### config.mk
export PLATFORM = sky130hd
export DESIGN_NAME = task_dispatcher
export DESIGN_NICKNAME = d
export VERILOG_FILES = /design/src/rtl/task_dispatcher_pkg.sv /design/src/rtl/task_dispatcher_prio_argmax.sv /design/src/rtl/task_dispatcher.sv
export SDC_FILE = /design/constraint.sdc
export NUM_CORES = 1
export LEC_CHECK = 0
export CORE_ASPECT_RATIO = 1.1
export CORE_MARGIN = 2
export CORE_UTILIZATION = 32
export CTS_CLUSTER_DIAMETER = 100
export DETAILED_ROUTE_END_ITERATION = 16
export GPL_ROUTABILITY_DRIVEN = 0
export GPL_TIMING_DRIVEN = 0
export PLACE_DENSITY = 0.55
export REMOVE_ABC_BUFFERS = 1
export SLEW_MARGIN = 0
export SYNTH_ARGS = -nofsm -noshare
export SYNTH_HDL_FRONTEND = slang
export SYNTH_SLANG_ARGS = --single-unit
### constraint.sdc
create_clock -name clk_i -period 2.85 [get_ports clk_i]
set_input_delay 0.855 -clock clk_i [delete_from_list [all_inputs] [get_ports clk_i]]
set_output_delay 0.855 -clock clk_i [all_outputs]
set_load 0.02 [all_outputs]
### src/rtl/task_dispatcher_pkg.sv
// Shared definitions for the task dispatcher: opcode encodings, FSM states and
// the opcode bus payload.
package task_dispatcher_pkg;

  localparam int unsigned TASK_WORD_W = 8;
  localparam int unsigned OP_W        = 16;

  typedef enum logic [3:0] {
    OP_READY   = 4'h1,
    OP_SUSPEND = 4'h2,
    OP_WAIT    = 4'h3,
    OP_KILL    = 4'h4,
    OP_PRIO    = 4'h5,
    OP_HIT     = 4'h6,
    OP_EXEC    = 4'h7,
    OP_FINISH  = 4'hF
  } op_e;

  typedef enum logic [2:0] {
    ST_IDLE,
    ST_HOST,
    ST_SELECT,
    ST_ISSUE,
    ST_ACK,
    ST_RUN,
    ST_FINISH
  } state_e;

  typedef struct packed {
    logic [3:0] rsvd;
    logic [3:0] id;
    logic [3:0] op;
    logic [3:0] arg;
  } opcode_t;

  function automatic opcode_t make_op(input logic [3:0] id, input op_e op);
    opcode_t o;
    o.rsvd = 4'h0;
    o.id   = id;
    o.op   = op;
    o.arg  = 4'h0;
    return o;
  endfunction

endpackage

### src/rtl/task_dispatcher_prio_argmax.sv
// Combinational highest-priority picker over all slot words; equal priorities
// resolve to the lowest slot index. A zero word marks a slot as not ready.
module task_dispatcher_prio_argmax
  import task_dispatcher_pkg::*;
#(
  parameter int unsigned N_TASKS = 8,
  parameter int unsigned IDX_W   = 3
) (
  input  logic [TASK_WORD_W*N_TASKS-1:0] task_word_i,
  output logic                           any_ready_o,
  output logic [IDX_W-1:0]               win_idx_o,
  output logic [3:0]                     win_id_o
);

  logic [TASK_WORD_W-1:0] word;
  logic [3:0]             best_prio;

  always_comb begin
    any_ready_o = 1'b0;
    win_idx_o   = '0;
    win_id_o    = 4'h0;
    best_prio   = 4'h0;
    word        = '0;
    for (int i = 0; i < int'(N_TASKS); i++) begin
      word = task_word_i[i*TASK_WORD_W +: TASK_WORD_W];
      // strict compare keeps the earliest slot on a tie
      if (word != '0 && (!any_ready_o || word[3:0] > best_prio)) begin
        any_ready_o = 1'b1;
        best_prio   = word[3:0];
        win_idx_o   = IDX_W'(i);
        win_id_o    = word[7:4];
      end
    end
  end

endmodule

### src/rtl/task_dispatcher.sv
// Task scheduler: dispatches the highest-priority ready slot onto the opcode bus,
// holds it for a quantum, issues Finish, and forwards host opcodes between dispatches.
module task_dispatcher
  import task_dispatcher_pkg::*;
#(
  parameter int unsigned N_TASKS     = 8,
  parameter int unsigned QUANTUM     = 1000,
  parameter int unsigned ACK_TIMEOUT = 16
) (
  input  logic                           clk_i,
  input  logic                           rst_i,
  input  logic                           en_i,
  input  logic [TASK_WORD_W*N_TASKS-1:0] task_word_i,
  input  logic [N_TASKS-1:0]             exe_flag_i,
  input  logic                           host_valid_i,
  input  logic [OP_W-1:0]                host_op_i,
  output logic                           host_ready_o,
  output logic [OP_W-1:0]                op_out_o,
  output logic                           op_strobe_o,
  output logic [3:0]                     cur_id_o,
  output logic                           busy_o,
  output logic                           fault_o,
  output logic [7:0]                     fault_cnt_o
);

  localparam int unsigned IDX_W = (N_TASKS > 1) ? $clog2(N_TASKS) : 1;
  localparam int unsigned ACK_W = $clog2(ACK_TIMEOUT + 1);
  localparam int unsigned QNT_W = $clog2(QUANTUM + 1);

  state_e           state_q, state_d;
  logic [IDX_W-1:0] winner_q, winner_d;
  logic [ACK_W-1:0] ack_cnt_q, ack_cnt_d;
  logic [QNT_W-1:0] qnt_cnt_q, qnt_cnt_d;
  logic [OP_W-1:0]  op_out_q, op_out_d;
  logic             op_strobe_q, op_strobe_d;
  logic             host_ready_q, host_ready_d;
  logic [3:0]       cur_id_q, cur_id_d;
  logic             busy_q, busy_d;
  logic             fault_q, fault_d;
  logic [7:0]       fault_cnt_q, fault_cnt_d;

  logic             any_ready_c;
  logic [IDX_W-1:0] win_idx_c;
  logic [3:0]       win_id_c;
  logic             ack_seen_c;

  task_dispatcher_prio_argmax #(
    .N_TASKS (N_TASKS),
    .IDX_W   (IDX_W)
  ) u_argmax (
    .task_word_i (task_word_i),
    .any_ready_o (any_ready_c),
    .win_idx_o   (win_idx_c),
    .win_id_o    (win_id_c)
  );

  assign ack_seen_c = exe_flag_i[winner_q];

  // Next-state and registered-output computation; strobes are set on the edge
  // entering HOST/ISSUE/FINISH so they are visible during that state.
  always_comb begin
    state_d      = state_q;
    winner_d     = winner_q;
    ack_cnt_d    = ack_cnt_q;
    qnt_cnt_d    = qnt_cnt_q;
    op_out_d     = op_out_q;
    op_strobe_d  = 1'b0;
    host_ready_d = 1'b0;
    cur_id_d     = cur_id_q;
    busy_d       = busy_q;
    fault_d      = fault_q;
    fault_cnt_d  = fault_cnt_q;
    unique case (state_q)
      ST_IDLE: begin
        if (host_valid_i) begin
          state_d      = ST_HOST;
          op_out_d     = host_op_i;
          op_strobe_d  = 1'b1;
          host_ready_d = 1'b1;
        end else if (en_i && any_ready_c) begin
          state_d = ST_SELECT;
        end
      end
      ST_HOST: state_d = ST_IDLE;
      ST_SELECT: begin
        if (any_ready_c) begin
          state_d     = ST_ISSUE;
          winner_d    = win_idx_c;
          op_out_d    = make_op(win_id_c, OP_EXEC);
          op_strobe_d = 1'b1;
          cur_id_d    = win_id_c;
          busy_d      = 1'b1;
        end else begin
          state_d = ST_IDLE;
        end
      end
      ST_ISSUE: begin
        state_d   = ST_ACK;
        ack_cnt_d = '0;
      end
      ST_ACK: begin
        if (ack_seen_c) begin
          state_d   = ST_RUN;
          qnt_cnt_d = '0;
        end else if (ack_cnt_q == ACK_W'(ACK_TIMEOUT - 1)) begin
          state_d     = ST_IDLE;
          fault_d     = 1'b1;
          fault_cnt_d = (fault_cnt_q == 8'hFF) ? fault_cnt_q : fault_cnt_q + 8'd1;
          cur_id_d    = 4'h0;
          busy_d      = 1'b0;
        end else begin
          ack_cnt_d = ack_cnt_q + ACK_W'(1);
        end
      end
      ST_RUN: begin
        if (!ack_seen_c || qnt_cnt_q == QNT_W'(QUANTUM - 1)) begin
          state_d     = ST_FINISH;
          op_out_d    = make_op(cur_id_q, OP_FINISH);
          op_strobe_d = 1'b1;
        end else begin
          qnt_cnt_d = qnt_cnt_q + QNT_W'(1);
        end
      end
      ST_FINISH: begin
        state_d  = ST_IDLE;
        busy_d   = 1'b0;
        cur_id_d = 4'h0;
      end
      default: state_d = ST_IDLE;
    endcase
  end

  always_ff @(posedge clk_i or posedge rst_i) begin
    if (rst_i) begin
      state_q      <= ST_IDLE;
      winner_q     <= '0;
      ack_cnt_q    <= '0;
      qnt_cnt_q    <= '0;
      op_out_q     <= '0;
      op_strobe_q  <= 1'b0;
      host_ready_q <= 1'b0;
      cur_id_q     <= 4'h0;
      busy_q       <= 1'b0;
      fault_q      <= 1'b0;
      fault_cnt_q  <= 8'h00;
    end else begin
      state_q      <= state_d;
      winner_q     <= winner_d;
      ack_cnt_q    <= ack_cnt_d;
      qnt_cnt_q    <= qnt_cnt_d;
      op_out_q     <= op_out_d;
      op_strobe_q  <= op_strobe_d;
      host_ready_q <= host_ready_d;
      cur_id_q     <= cur_id_d;
      busy_q       <= busy_d;
      fault_q      <= fault_d;
      fault_cnt_q  <= fault_cnt_d;
    end
  end

  assign op_out_o     = op_out_q;
  assign op_strobe_o  = op_strobe_q;
  assign host_ready_o = host_ready_q;
  assign cur_id_o     = cur_id_q;
  assign busy_o       = busy_q;
  assign fault_o      = fault_q;
  assign fault_cnt_o  = fault_cnt_q;

endmodule
# Word-level counts from Yosys, hierarchy flattened
# Cells that the tools add are included.
# op_classes
addsub	3
magnitude_cmp	8
n_eq_ne	18
n_mux	62
bitwise_logic	2
reduce_logical	45
# ops
cell	n
$mux W4	18
$reduce_bool A8 Y1	8
$mux W16	3
$pmux W16 S3	1
$gt A4 B4 Y1	7
$mux W3	9
$mux W10	2
$pmux W10 S2	1
$mux W1	17
$ne A2 B2 Y1 const B	8
$pmux W3 S5	1
$pmux W4 S3	1
$reduce_and A3 Y1	4
$reduce_and A4 Y1	3
$add A10 B1 Y10 const B	1
$eq A10 B10 Y1 const B	1
$mux W5	2
$pmux W5 S2	1
$eq A3 B3 Y1 const B	3
$add A8 B1 Y8 const B	1
$eq A8 B8 Y1 const B	1
$logic_and A1 B1 Y1	8
$logic_not A1 Y1	8
$logic_or A1 B1 Y1	8
13 further kinds	21
# word_totals
reg_bits	53
input_bits	92
output_inout_bits	32
word_cells	149

# Depth between registers and ports, before layout
# Gate-level depths: netlist of the first run.
# depth
word_depth	34
ltp_mapped	55
depth_no_buf	52

# Modules after synthesis
# From an unflattened synthesis of the first run, not the netlist that was laid out.
# hier_totals
cells_unflattened	575
area_unflattened_um2	4885.9
# modules_own_cells
mod	n_inst	cells_per_inst	area_each_um2	seq_area_each_um2
task_dispatcher	1	284	2847.7	1326.3
task_dispatcher_prio_argmax	1	291	2038.2	0.0

# Least setup slack after synthesis of the first run
# OpenSTA, ideal clock, no wires.
# synth_timing
kind	input -> register
startpoint	input port task_word_i[1]
endpoint	register cur_id_q[1], in the netlist cur_id_o[1]
setup_ns	0.140
t_arrival_ns	10.142
required_ns	2.710
setup_slack_ns	-7.433
path_stages	49
path_buffers	4
cell_sequence	inv_1 ha_1 nor2b_1 o311ai_1 a21boi_2 mux2i_1 ha_1 a2111oi_0 o21ai_0 nand2_1 mux2_2 ha_1 nor2b_1 o211ai_1 a21oi_1 or2_1 buf_2 buf_2 (+13 left out) buf_2 a21oi_1 a22o_1 ha_1 nand2_1 o221a_2 a31oi_1 buf_2 mux2_2 ha_1 nand4_1 o21ai_0 a21oi_1 a31o_2 a21oi_1 nand3_1 o32ai_1 o21ai_0
# synth_between
elab_chain_cells	32
word_cells_on_any_way	56
classes_between	7 x order compare; 1 x eq/ne; 25 x mux; 23 x reduce/logical
# synth_rtl
element	line_no	source
from (decl)	task_dispatcher.sv:13	input logic [TASK_WORD_W*N_TASKS-1:0] task_word_i,
$reduce_bool A8 Y1	task_dispatcher_prio_argmax.sv:27	if (word != '0 && (!any_ready_o || word[3:0] > best_prio)) begin
$mux W4 / $mux W1 (equally long branches)	task_dispatcher_prio_argmax.sv:27	
$gt A4 B4 Y1 / $logic_not A1 Y1 (equally long branches)	task_dispatcher_prio_argmax.sv:27	
$logic_or A1 B1 Y1	task_dispatcher_prio_argmax.sv:27	
$logic_and A1 B1 Y1	task_dispatcher_prio_argmax.sv:27	
$mux W4 / $mux W1 (equally long branches)	task_dispatcher_prio_argmax.sv:27	
$gt A4 B4 Y1 / $logic_not A1 Y1 (equally long branches)	task_dispatcher_prio_argmax.sv:27	
$logic_or A1 B1 Y1	task_dispatcher_prio_argmax.sv:27	
(+16 left out)	-	
$logic_and A1 B1 Y1	task_dispatcher_prio_argmax.sv:27	
$mux W4 / $mux W1 (equally long branches)	task_dispatcher_prio_argmax.sv:27	
$gt A4 B4 Y1 / $logic_not A1 Y1 (equally long branches)	task_dispatcher_prio_argmax.sv:27	
$logic_or A1 B1 Y1	task_dispatcher_prio_argmax.sv:27	
$logic_and A1 B1 Y1	task_dispatcher_prio_argmax.sv:27	
$mux W4 / $mux W1 (equally long branches)	task_dispatcher_prio_argmax.sv:27	
$mux W4 / $ne A2 B2 Y1 (equally long branches)	-	
$pmux W4 S3 / $reduce_and A4 Y1 (equally long branches)	-	
to (signal assigned)	task_dispatcher.sv:154	cur_id_q <= cur_id_d;
to (decl)	task_dispatcher.sv:37	logic [3:0] cur_id_q, cur_id_d;
# Parallel ways exist; a longest one is shown, timed or not. The select of a mux whose other input is x is not followed.
# A chain may end at the register's enable or synchronous reset.

# Worst setup path after layout of the first run
# layout_timing
startpoint	input port task_word_i[3]
endpoint	register cur_id_q[2], in the netlist cur_id_o[2]
# Same word-level chain as after synthesis.

==> results of run 1 <==
-- worst reg2reg max path, stage by stage (launching register included) --
cell       delay, ns
dfrtp_1         0.42
mux4_2          0.55
mux2i_4         0.28
nor3_4          0.13
inv_1           0.25
o31ai_4         0.13
buf_12          0.18
a221oi_1        0.26
a2bb2oi_2       0.09
-- worst paths after layout --
check / to / depth (start not counted) / slack, ns
max reg2reg: op_out_o[8] / 8 / 0.44
max in group asynchronous: ack_cnt_q[4] / 3 / 1.36
min reg2reg: op_out_o[7] / 2 / 0.48
min: op_out_o[7] / 2 / 0.48
min in group asynchronous: op_out_o[5] / 2 / 0.94
max: cur_id_o[2] / 49 / -7.01
-- sequential cells by signal, summed over array words and instances, names as in the netlist --
signal,flops
state_q,3
cur_id_o,4
op_strobe_o,1
fault_o,1
ack_cnt_q,5
busy_o,1
op_out_o,16
fault_cnt_o,8
host_ready_o,1
winner_q,3
qnt_cnt_q,10
-- cells in the final DEF, fill, tap and decap left out, types with 6 or more instances in the layout --
| cell | Yosys | routed |
|---|---|---|
| nor2_4 | 0 | 7 |
| dfrtp_1 | 53 | 53 |
| xor2_1 | 9 | 9 |
| o21ai_2 | 0 | 10 |
| ha_4 | 0 | 13 |
| o21a_1 | 8 | 6 |
| buf_6 | 2 | 15 |
| nor2b_1 | 9 | 6 |
| o21ai_1 | 10 | 18 |
| ha_1 | 32 | 18 |
| nand2_1 | 72 | 65 |
| o21ai_0 | 30 | 11 |
| clkdlybuf4s50_1 | 0 | 108 |
| a221oi_1 | 7 | 7 |
| nand4_1 | 12 | 12 |
| a21oi_2 | 0 | 10 |
| inv_1 | 29 | 24 |
| nor2_1 | 38 | 30 |
| buf_4 | 0 | 61 |
| xnor2_1 | 7 | 7 |
| nand3_1 | 10 | 8 |
| nor4_1 | 15 | 11 |
| a21oi_1 | 24 | 10 |
| o211ai_1 | 7 | 7 |
-- layout make-up --
cell class,count,share of cell area
Sequential cell,53,0.188
Tap cell,157,0.0279
Clock buffer,7,0.0203
Inverter,30,0.0167
Multi-Input combinational cell,388,0.478
Clock inverter,1,0.00426
Timing Repair Buffer,198,0.265
-- through the flow --
step           power [W]  setup WS (ns)  cell area, um2  hold WS [ns]
2_1_floorplan    0.00351          -7.49            3970         0.468
3_3_place_gp     0.00458          -9.88            5400         0.468
3_5_place_dp     0.00468         -10.07            5420         0.475
4_1_cts          0.00686          -7.02            6400         0.488
5_1_grt          0.00847          -7.39            7040         0.520
6_report         0.00797          -7.01            7040         0.481
-- Yosys cell counts (3+ instances only) --
master	n	area [um2]
o22ai_1	3	18.8
a2bb2oi_1	4	35.0
xnor2_1	7	61.3
mux2_2	8	90.1
nand2b_1	4	25.0
inv_1	29	109
nand4_1	12	75.1
a21o_1	4	30.0
xor2_1	9	78.8
a31oi_1	7	43.8
a2111oi_0	3	26.3
or2_2	3	18.8
o21ai_1	10	50.1
nor2_1	38	143
nand2_1	72	270
o21a_1	8	60.1
o211ai_1	7	52.6
nor2b_1	9	56.3
o21ai_0	30	150
buf_2	5	25.0
clkbuf_1	6	22.5
a22oi_1	3	22.5
nor3_1	6	30.0
a21oi_1	24	120
a221oi_1	7	61.3
nor4_1	15	93.8
dfrtp_1	53	1330
or4_1	3	22.5
mux2i_1	3	30.0
ha_1	32	400
and2_1	4	25.0
and3_1	6	37.5
nand3_1	10	50.1
-- layer usage --
metal	share of wire	track usage	routed length, um
met1	0.42	0.234	5990
met2	0.52	0.361	7400
met3	0.044	0.0323	625
met4	0.017	0.0448	243
met5	0	0	0
-- where the power goes --
group / internal [W] / switching (W) / total [W] / leakage (nW)
logic: 0.00297 / 0.00313 / 0.00610 / 2.19
clock network: 0.000439 / 0.000264 / 0.000703 / 0.0841
registers: 0.000981 / 0.000185 / 0.00117 / 0.685
-- cells by family after synthesis --
| logic type | synth area share |
|---|---|
| AO/OA/AOI/OAI | 0.214 |
| XOR/XNOR | 0.0347 |
| adder cells (fa/ha/maj) | 0.0990 |
| buffers and inverters | 0.0452 |
| flip-flops | 0.328 |
| multiplexers | 0.0443 |
| AND/OR/NAND/NOR | 0.234 |
-- repair_timing --
action	CTS	global route
resized for setup	124	127
gates cloned	2	0
buffers inserted	48	28
setup endpoints to repair	34	41
pin swaps	47	61
endpoints found under the hold margin	0	0
==> impl_metrics.env, run 1 <==
export IMPL_via_per_inst=5.38
export IMPL_ant_nets=0
export IMPL_synth_seq_cells=53
export IMPL_yosysUniqueCellTypes=62
export IMPL_power_density_nw_per_um2=1130
export IMPL_placed_cells=750
export IMPL_numPortBuffers=123
export IMPL_cp_start_kind="input pin"
export IMPL_required_ns=3.01
export IMPL_holdBufCountCts=0
export IMPL_cts_tree="yes"
export IMPL_track_usage=0.193
export IMPL_path_clk_slew_ns=0.07
export IMPL_crit_family="compound AO/OA/AOI/OAI gates"
export IMPL_status="complete, but fails checks"
export IMPL_gr_total_overflow=0
export IMPL_crit_buf_inv=4
export IMPL_die_y_um=122
export IMPL_via_count=4491
export IMPL_nets=800
export IMPL_clock_skew_ns=0.00379
export IMPL_drive_gt1_frac=0.325
export IMPL_drv_cap=0
export IMPL_grt_pass1_vias=4503
export IMPL_antenna_found_initial=0
export IMPL_hold_class="register to register"
export IMPL_cpPeakStageDelay_ns=0.36
export IMPL_crit_fanout=7
export IMPL_crit_path_frequent_cell="o211ai_1"
export IMPL_syn_avg_cell_area_um2=8.39
export IMPL_layout_setup_ws_ns=-7.01
export IMPL_cts_buffers=5
export IMPL_arrival_ns=10.02
export IMPL_clockBufferDepth=2
export IMPL_slew_violations=0
export IMPL_place_hpwl_mm=9.64
export IMPL_insertion_delay_ns=0.29
export IMPL_regArea_um2=1330
export IMPL_wl_per_cell_um=17.1
export IMPL_cts_root_buf="clkbuf_16"
export IMPL_finalCritPeriodShare=3.46
export IMPL_syn_area_um2=4040
export IMPL_cts_sinks=53
export IMPL_syn_inst=482
export IMPL_die_x_um=111
export IMPL_setup_viol=27
export IMPL_multi_input_area_um2=3360
export IMPL_route_detailed_drc=0
export IMPL_ys_flop_type="dfrtp_1"
export IMPL_end_kind="register"
export IMPL_dr_pass1_iters=4
export IMPL_irDropWorstVdd_uv=691
export IMPL_grt_max_degree=29
export IMPL_final_setup_tns_ns=-94.64
export IMPL_finalNonFillerCells=834
export IMPL_ys_seq_area_frac=0.328
export IMPL_path_class="input pin to register"
export IMPL_async_flop_share=1.00
export IMPL_min_from="op_out_o[7]"
export IMPL_core_area_um2=12500
export IMPL_violations="setup timing"
export IMPL_dieArea_um2=13500
export IMPL_rows=43
export IMPL_grt_pass1_wl_mm=21.6
export IMPL_fillers=1077
export IMPL_max_freq_ghz=0.101
export IMPL_htreeDepth=2
export IMPL_maxSlewHeadroom=0.344
export IMPL_critPathSlowestCell="a211oi_4"
export IMPL_timing_rr_start="winner_q[0]"
export IMPL_p_leak_nw=2.96
export IMPL_initial_core_util=0.324
export IMPL_io_pins=124
export IMPL_drt_iter0_markers=185
export IMPL_startpoint="task_word_i[3]"
export IMPL_worst_slew_pin_slew_ns=0.981
export IMPL_rsz0062_at_grt="yes"
export IMPL_yosys_warnings=0
export IMPL_fin_util=0.564
export IMPL_fin_crit_ns=9.86
export IMPL_routed_wl_mm=14.3
export IMPL_synth_edf_count=0
export IMPL_syn_to_final_growth_pct=74.2
export IMPL_num_antenna_cells=0
export IMPL_final_hold_viol_count=0
Note: power is estimated with default switching activity, not from simulation.
==> run 2, diff against run 1 <==
--- a/config.mk
+++ b/config.mk
@@ -5,6 +5,7 @@
 export SDC_FILE = /design/constraint.sdc
 export NUM_CORES = 1
 export LEC_CHECK = 0
+export CAP_MARGIN = 5
 export CORE_ASPECT_RATIO = 1.1
 export CORE_MARGIN = 2
 export CORE_UTILIZATION = 32
==> results of run 2 <==
Final layout, timing and power as in run 1 (identical DEF).
